==> src/rtl/fifo_stream_pkg.sv <==
// Shared definitions for FIFO-to-stream adapters: read-side state encoding
// and the depth of the latency-absorbing buffer.
package fifo_stream_pkg;

    typedef enum logic {
        ST_IDLE = 1'b0,
        ST_RUN  = 1'b1
    } stream_state_e;

    localparam int SKID_DEPTH = 2;

endpackage

==> src/rtl/skid_buf2.sv <==
// Two-entry FIFO-ordered register buffer: absorbs one cycle of upstream read
// latency while the downstream sink stalls. Head is always the oldest entry.
module skid_buf2
    import fifo_stream_pkg::*;
#(
    parameter int WIDTH = 4
) (
    input  logic             clk,
    input  logic             srst,
    input  logic             push,
    input  logic [WIDTH-1:0] push_data,
    input  logic             pop,
    output logic [1:0]       occ,
    output logic [WIDTH-1:0] head
);

    logic [WIDTH-1:0]      mem_reg [SKID_DEPTH];
    logic [SKID_DEPTH-1:0] wr_sel;
    logic                  wr_ptr_reg;
    logic                  rd_ptr_reg;
    logic [1:0]            occ_reg;
    logic [1:0]            occ_next;

    // One write strobe per entry, steered by the tail pointer.
    generate
        for (genvar gi = 0; gi < SKID_DEPTH; gi++) begin : g_sel
            assign wr_sel[gi] = push & (wr_ptr_reg == 1'(gi));
        end
    endgenerate

    // Push and pop together leave the occupancy unchanged.
    always_comb begin
        occ_next = occ_reg + {1'b0, push} - {1'b0, pop};
    end

    always_ff @(posedge clk) begin
        if (srst) begin
            wr_ptr_reg <= 1'b0;
            rd_ptr_reg <= 1'b0;
            occ_reg    <= '0;
            for (int i = 0; i < SKID_DEPTH; i++) begin
                mem_reg[i] <= '0;
            end
        end else begin
            for (int i = 0; i < SKID_DEPTH; i++) begin
                if (wr_sel[i]) begin
                    mem_reg[i] <= push_data;
                end
            end
            if (push) begin
                wr_ptr_reg <= ~wr_ptr_reg;
            end
            if (pop) begin
                rd_ptr_reg <= ~rd_ptr_reg;
            end
            occ_reg <= occ_next;
        end
    end

    assign occ  = occ_reg;
    assign head = mem_reg[rd_ptr_reg];

endmodule

==> src/rtl/fifo_read_streamer.sv <==
// Drains a FIFO read port into a valid/ready stream grouped into bursts of
// BURST_LEN words, keeping at most two words buffered or in flight.
module fifo_read_streamer
    import fifo_stream_pkg::*;
#(
    parameter int WIDTH     = 4,
    parameter int BURST_LEN = 8,
    parameter int CNT_WIDTH = 8
) (
    input  logic                 rd_clk_i,
    input  logic                 rst_i,
    input  logic                 enable_i,
    input  logic                 empty_i,
    input  logic [WIDTH-1:0]     rdata_i,
    output logic                 rd_en_o,
    output logic                 m_valid_o,
    output logic [WIDTH-1:0]     m_data_o,
    output logic                 m_last_o,
    input  logic                 m_ready_i,
    output logic                 busy_o,
    output logic [CNT_WIDTH-1:0] burst_cnt_o
);

    localparam logic [CNT_WIDTH-1:0] LAST_IDX = CNT_WIDTH'(BURST_LEN - 1);

    stream_state_e        state_reg;
    stream_state_e        state_next;
    logic                 inflight_reg;
    logic [CNT_WIDTH-1:0] word_cnt_reg;
    logic [CNT_WIDTH-1:0] burst_cnt_reg;
    logic [1:0]           occ;
    logic [WIDTH-1:0]     head;
    logic                 pop;
    logic [2:0]           pending;

    skid_buf2 #(
        .WIDTH (WIDTH)
    ) u_skid (
        .clk       (rd_clk_i),
        .srst      (rst_i),
        .push      (inflight_reg),
        .push_data (rdata_i),
        .pop       (pop),
        .occ       (occ),
        .head      (head)
    );

    assign m_valid_o = (occ != 2'd0);
    assign m_data_o  = head;
    assign m_last_o  = m_valid_o & (word_cnt_reg == LAST_IDX);
    assign pop       = m_valid_o & m_ready_i;
    assign busy_o    = m_valid_o | inflight_reg;

    // Reads are gated by the next state so enable changes act in the same
    // cycle; a pop this cycle frees one slot for a new read.
    always_comb begin
        state_next = state_reg;
        case (state_reg)
            ST_IDLE: if (enable_i)  state_next = ST_RUN;
            ST_RUN:  if (!enable_i) state_next = ST_IDLE;
            default: state_next = ST_IDLE;
        endcase
        pending = {1'b0, occ} + {2'b00, inflight_reg};
        rd_en_o = (state_next == ST_RUN) && !empty_i
                  && (pending < (3'd2 + {2'b00, pop}));
    end

    always_ff @(posedge rd_clk_i) begin
        if (rst_i) begin
            state_reg     <= ST_IDLE;
            inflight_reg  <= 1'b0;
            word_cnt_reg  <= '0;
            burst_cnt_reg <= '0;
        end else begin
            state_reg    <= state_next;
            inflight_reg <= rd_en_o;
            if (pop) begin
                if (m_last_o) begin
                    word_cnt_reg  <= '0;
                    burst_cnt_reg <= burst_cnt_reg + 1'b1;
                end else begin
                    word_cnt_reg <= word_cnt_reg + 1'b1;
                end
            end
        end
    end

    assign burst_cnt_o = burst_cnt_reg;

endmodule

==> config.mk <==
export PLATFORM = sky130hd
export DESIGN_NAME = fifo_read_streamer
export DESIGN_NICKNAME = d
export VERILOG_FILES = /design/src/rtl/fifo_stream_pkg.sv /design/src/rtl/skid_buf2.sv /design/src/rtl/fifo_read_streamer.sv
export SDC_FILE = /design/constraint.sdc
export NUM_CORES = 1
export LEC_CHECK = 0
export CAP_MARGIN = 0
export CORE_MARGIN = 2
export CORE_UTILIZATION = 48
export CTS_BUF_LIST = sky130_fd_sc_hd__clkbuf_8
export DETAILED_ROUTE_END_ITERATION = 6
export PLACE_DENSITY_LB_ADDON = 0.05
export SLEW_MARGIN = 40
export SYNTH_ARGS = -nofsm -noshare
export SYNTH_HDL_FRONTEND = slang
export SYNTH_SLANG_ARGS = --single-unit
==> constraint.sdc <==
create_clock -name rd_clk_i -period 1.8 [get_ports rd_clk_i]
set_input_delay 0.36 -clock rd_clk_i [delete_from_list [all_inputs] [get_ports rd_clk_i]]
set_output_delay 0.36 -clock rd_clk_i [all_outputs]
set_load 0.005 [all_outputs]
==> qor.txt <==
status -> finished, final reports clean
HP Class -> reg -> reg
mean post-synth cell area -> 10.2 um2
Syn Inst Count -> 132
Avg WL per Cell -> 13.0 um
Worst Path Buf+Inv -> 1
Layout Skew -> 0.00586 ns
Die W -> 56.9 um
Reg-to-Reg End -> u_skid.occ[1]
critical path's slowest cell -> clkdlybuf4s50_1
delay-heaviest family, CP -> buffers and inverters
max incr delay on CP -> 0.44 ns
Layout area overhead -> 37.3%
Root Buffer -> clkbuf_8
Synth Register Bits -> 30
Sw Share -> 0.266
Synth area leaders -> dfxtp_1, edfxtp_1, ha_1
ys async rst share -> 0
Post-CTS Hold Buffers -> 0
vias per std cell -> 5.22
clock share of power -> 0.288
final worst slack -> 0.0379 ns
largest family of logic cells by synthesized area -> simple AND/OR/NAND/NOR gates
Iter 0 DRT Violations -> 17
Critical Path Start Type -> flip-flop
register area share after synthesis -> 0.507
initial core utilization -> 0.496
Post-synth EDFFs -> 8
Port Buffers -> 24
WP data required -> 1.44 ns
flop-to-flop setup slack -> 0.08 ns
top cell type's share of synthesized area -> 0.328
Slew Viols, Final -> 0
# H-tree levels -> 2
Die H -> 56.9 um
Pre-Repair DR Iteration Count -> 4
total placed cells including tap cells -> 195
minimum clock period -> 1.76 ns
DRC -> 0
Clock Latency Late Sink -> 0.28 ns
total global routing overflow -> 0
met3 Usage GRT -> 0.0668
post-synthesis compound-gate area fraction -> 0.0764
Fmax -> 568 MHz
Worst Reg-to-Reg Cells -> 10
Total Nets Final -> 191
Peak VDD IR -> 777 uV
CP max FO -> 4
Boundary Pins -> 25
CP endpoint -> m_data_o[3]
GR peak layer -> met2
number of global-route vias before repair -> 1,073
Final setup viols -> 0
Mapped Nets -> 147
RSZ-0062 raised after global routing -> true
Sink Count -> 30
pre-CTS setup slack -> -0.345 ns
num rows -> 19
Post-Route Utilization -> 0.681
r2r startpoint -> u_skid.occ[0]
Syn Std Cell Area -> 1340 um2
crit path cell chain -> mux2_2 > clkdlybuf4s50_1
WP depth -> 2
clock buffer depth -> 2
Synth top cells by count -> dfxtp_1, nor2_1, edfxtp_1, xnor2_1, nand2_1
CTS tree -> yes
initial antenna violation count -> 0
post-synthesis xor/xnor area fraction -> 0.0847
Final Hold Viols -> 0
Slew HR -> 0.781
Core ar. -> 2710 um2
largest net degree at the start of global routing -> 10
Die ar. -> 3240 um2
first-pass GRT wire length -> 4580 um
antenna cells -> 0
Pleak -> 0.818 nW
share of cells above drive strength 1 -> 0.226
Layout Cells excl Fill -> 208
synthesis warning total -> 0
Synth Area in Adders -> 0.0559
crit path DAT -> 1.40 ns
Comb power frac -> 0.253
clock slew at reported path FFs -> 0.06 ns
area leader, netlist -> dfxtp_1
met1 Track Usage GR -> 0.209
post-synthesis simple-gate area fraction -> 0.216
Setup CP Type -> reg -> out
top-count cell post-synth -> dfxtp_1
post-synthesis mux area share -> 0.0410
kind of end point of the critical path -> output pin
drt total wl -> 2700 um
internal power -> 1.29 mW
Slew @ Worst Pin -> 0.326 ns
max cap viols -> 0
ys flop type -> dfxtp_1
final RePlAce weighted congestion -> 0.749
via count -> 1,085
Psw -> 0.468 mW
Seq pwr share -> 0.459
dpl hpwl -> 1930 um
Post-DRT Antenna Nets -> 0
Global Route met2 Usage -> 0.312
Num CTS Buffers -> 5
GRT Resource Usage Total -> 0.187
Final period util -> 0.979
synth unique cells -> 30
PD cells -> 951 nW/um2
## power groups by stage
| stage | clock network (mW) | logic [mW] | registers (mW) |
|---|---|---|---|
| finish | 0.505 | 0.444 | 0.806 |
| global route | 0.549 | 0.498 | 0.813 |
| CTS | 0.520 | 0.407 | 0.805 |
| detailed placement | 0 | 0.416 | 0.805 |
| global placement | 0 | 0.402 | 0.803 |
| floorplan | 0 | 0.199 | 0.804 |
## worst min path at each step
stage                      end  cells after the start             from  slack, ns
3_5_place_dp   word_cnt_reg[1]                      2  word_cnt_reg[1]       0.48
4_1_cts        word_cnt_reg[1]                      2  word_cnt_reg[1]       0.50
6_report       word_cnt_reg[1]                      2  word_cnt_reg[1]       0.49
5_1_grt         burst_cnt_o[7]                      2   burst_cnt_o[7]       0.53
2_1_floorplan  word_cnt_reg[1]                      2  word_cnt_reg[1]       0.45
3_3_place_gp   word_cnt_reg[1]                      2  word_cnt_reg[1]       0.47
## layer usage
layer	routed length [um]	vias to the layer above
met5	0	-
met4	53	0
met3	128	6
met2	1360	18
met1	1150	514
li1	-	547
## layout make-up
| class | count | area, um2 |
|---|---|---|
| Sequential cell | 30 | 692 |
| Inverter | 5 | 18.8 |
| Clock buffer | 5 | 68.8 |
| Multi-Input combinational cell | 95 | 663 |
| Tap cell | 31 | 38.8 |
| Clock inverter | 3 | 12.5 |
| Timing Repair Buffer | 39 | 352 |
| Fill cell | 226 | 865 |
## cells in the final DEF (no fill, tap or decap), types with 6 or more instances in the layout
cell type,n
clkdlybuf4s50_1,17
dfxtp_1,17
nand2_1,7
xnor2_1,8
or3_1,6
edfxtp_1,8
a21oi_1,6
nor2_1,17
inv_1,6
buf_4,13
## through the flow
step | instance area (um2) | total power [mW] | setup TNS [ns] | hold slack (ns)
after floorplan | 1340 | 1.00 | 0 | 0.454
after global placement | 1690 | 1.21 | -0.798 | 0.467
after detailed placement | 1690 | 1.22 | -1.00 | 0.481
after CTS | 1800 | 1.73 | 0 | 0.496
after global routing | 1850 | 1.86 | -0.0257 | 0.526
final | 1850 | 1.76 | 0 | 0.495
## repair_timing
action,in CTS,in global routing
endpoints found under the setup margin,9,6
setup buffers,2,3
pin swaps,4,4
resized for setup,18,9
## cell families after synthesis
group                    after synthesis
adder cells (fa/ha/maj)                6
buffers and inverters                  7
XOR/XNOR                              13
flip-flops                            30
AO/OA/AOI/OAI                         17
AND/OR/NAND/NOR                       54
multiplexers                           5
## worst reg2reg max path: cells and delay by family (launching register included)
kind	cells	cell delay, ns
adder cells (fa/ha/maj)	2	0.45
flip-flops	1	0.33
XOR/XNOR	2	0.32
buffers and inverters	4	0.32
AO/OA/AOI/OAI	1	0.15
AND/OR/NAND/NOR	1	0.05
(Power assumes the default switching activity.)
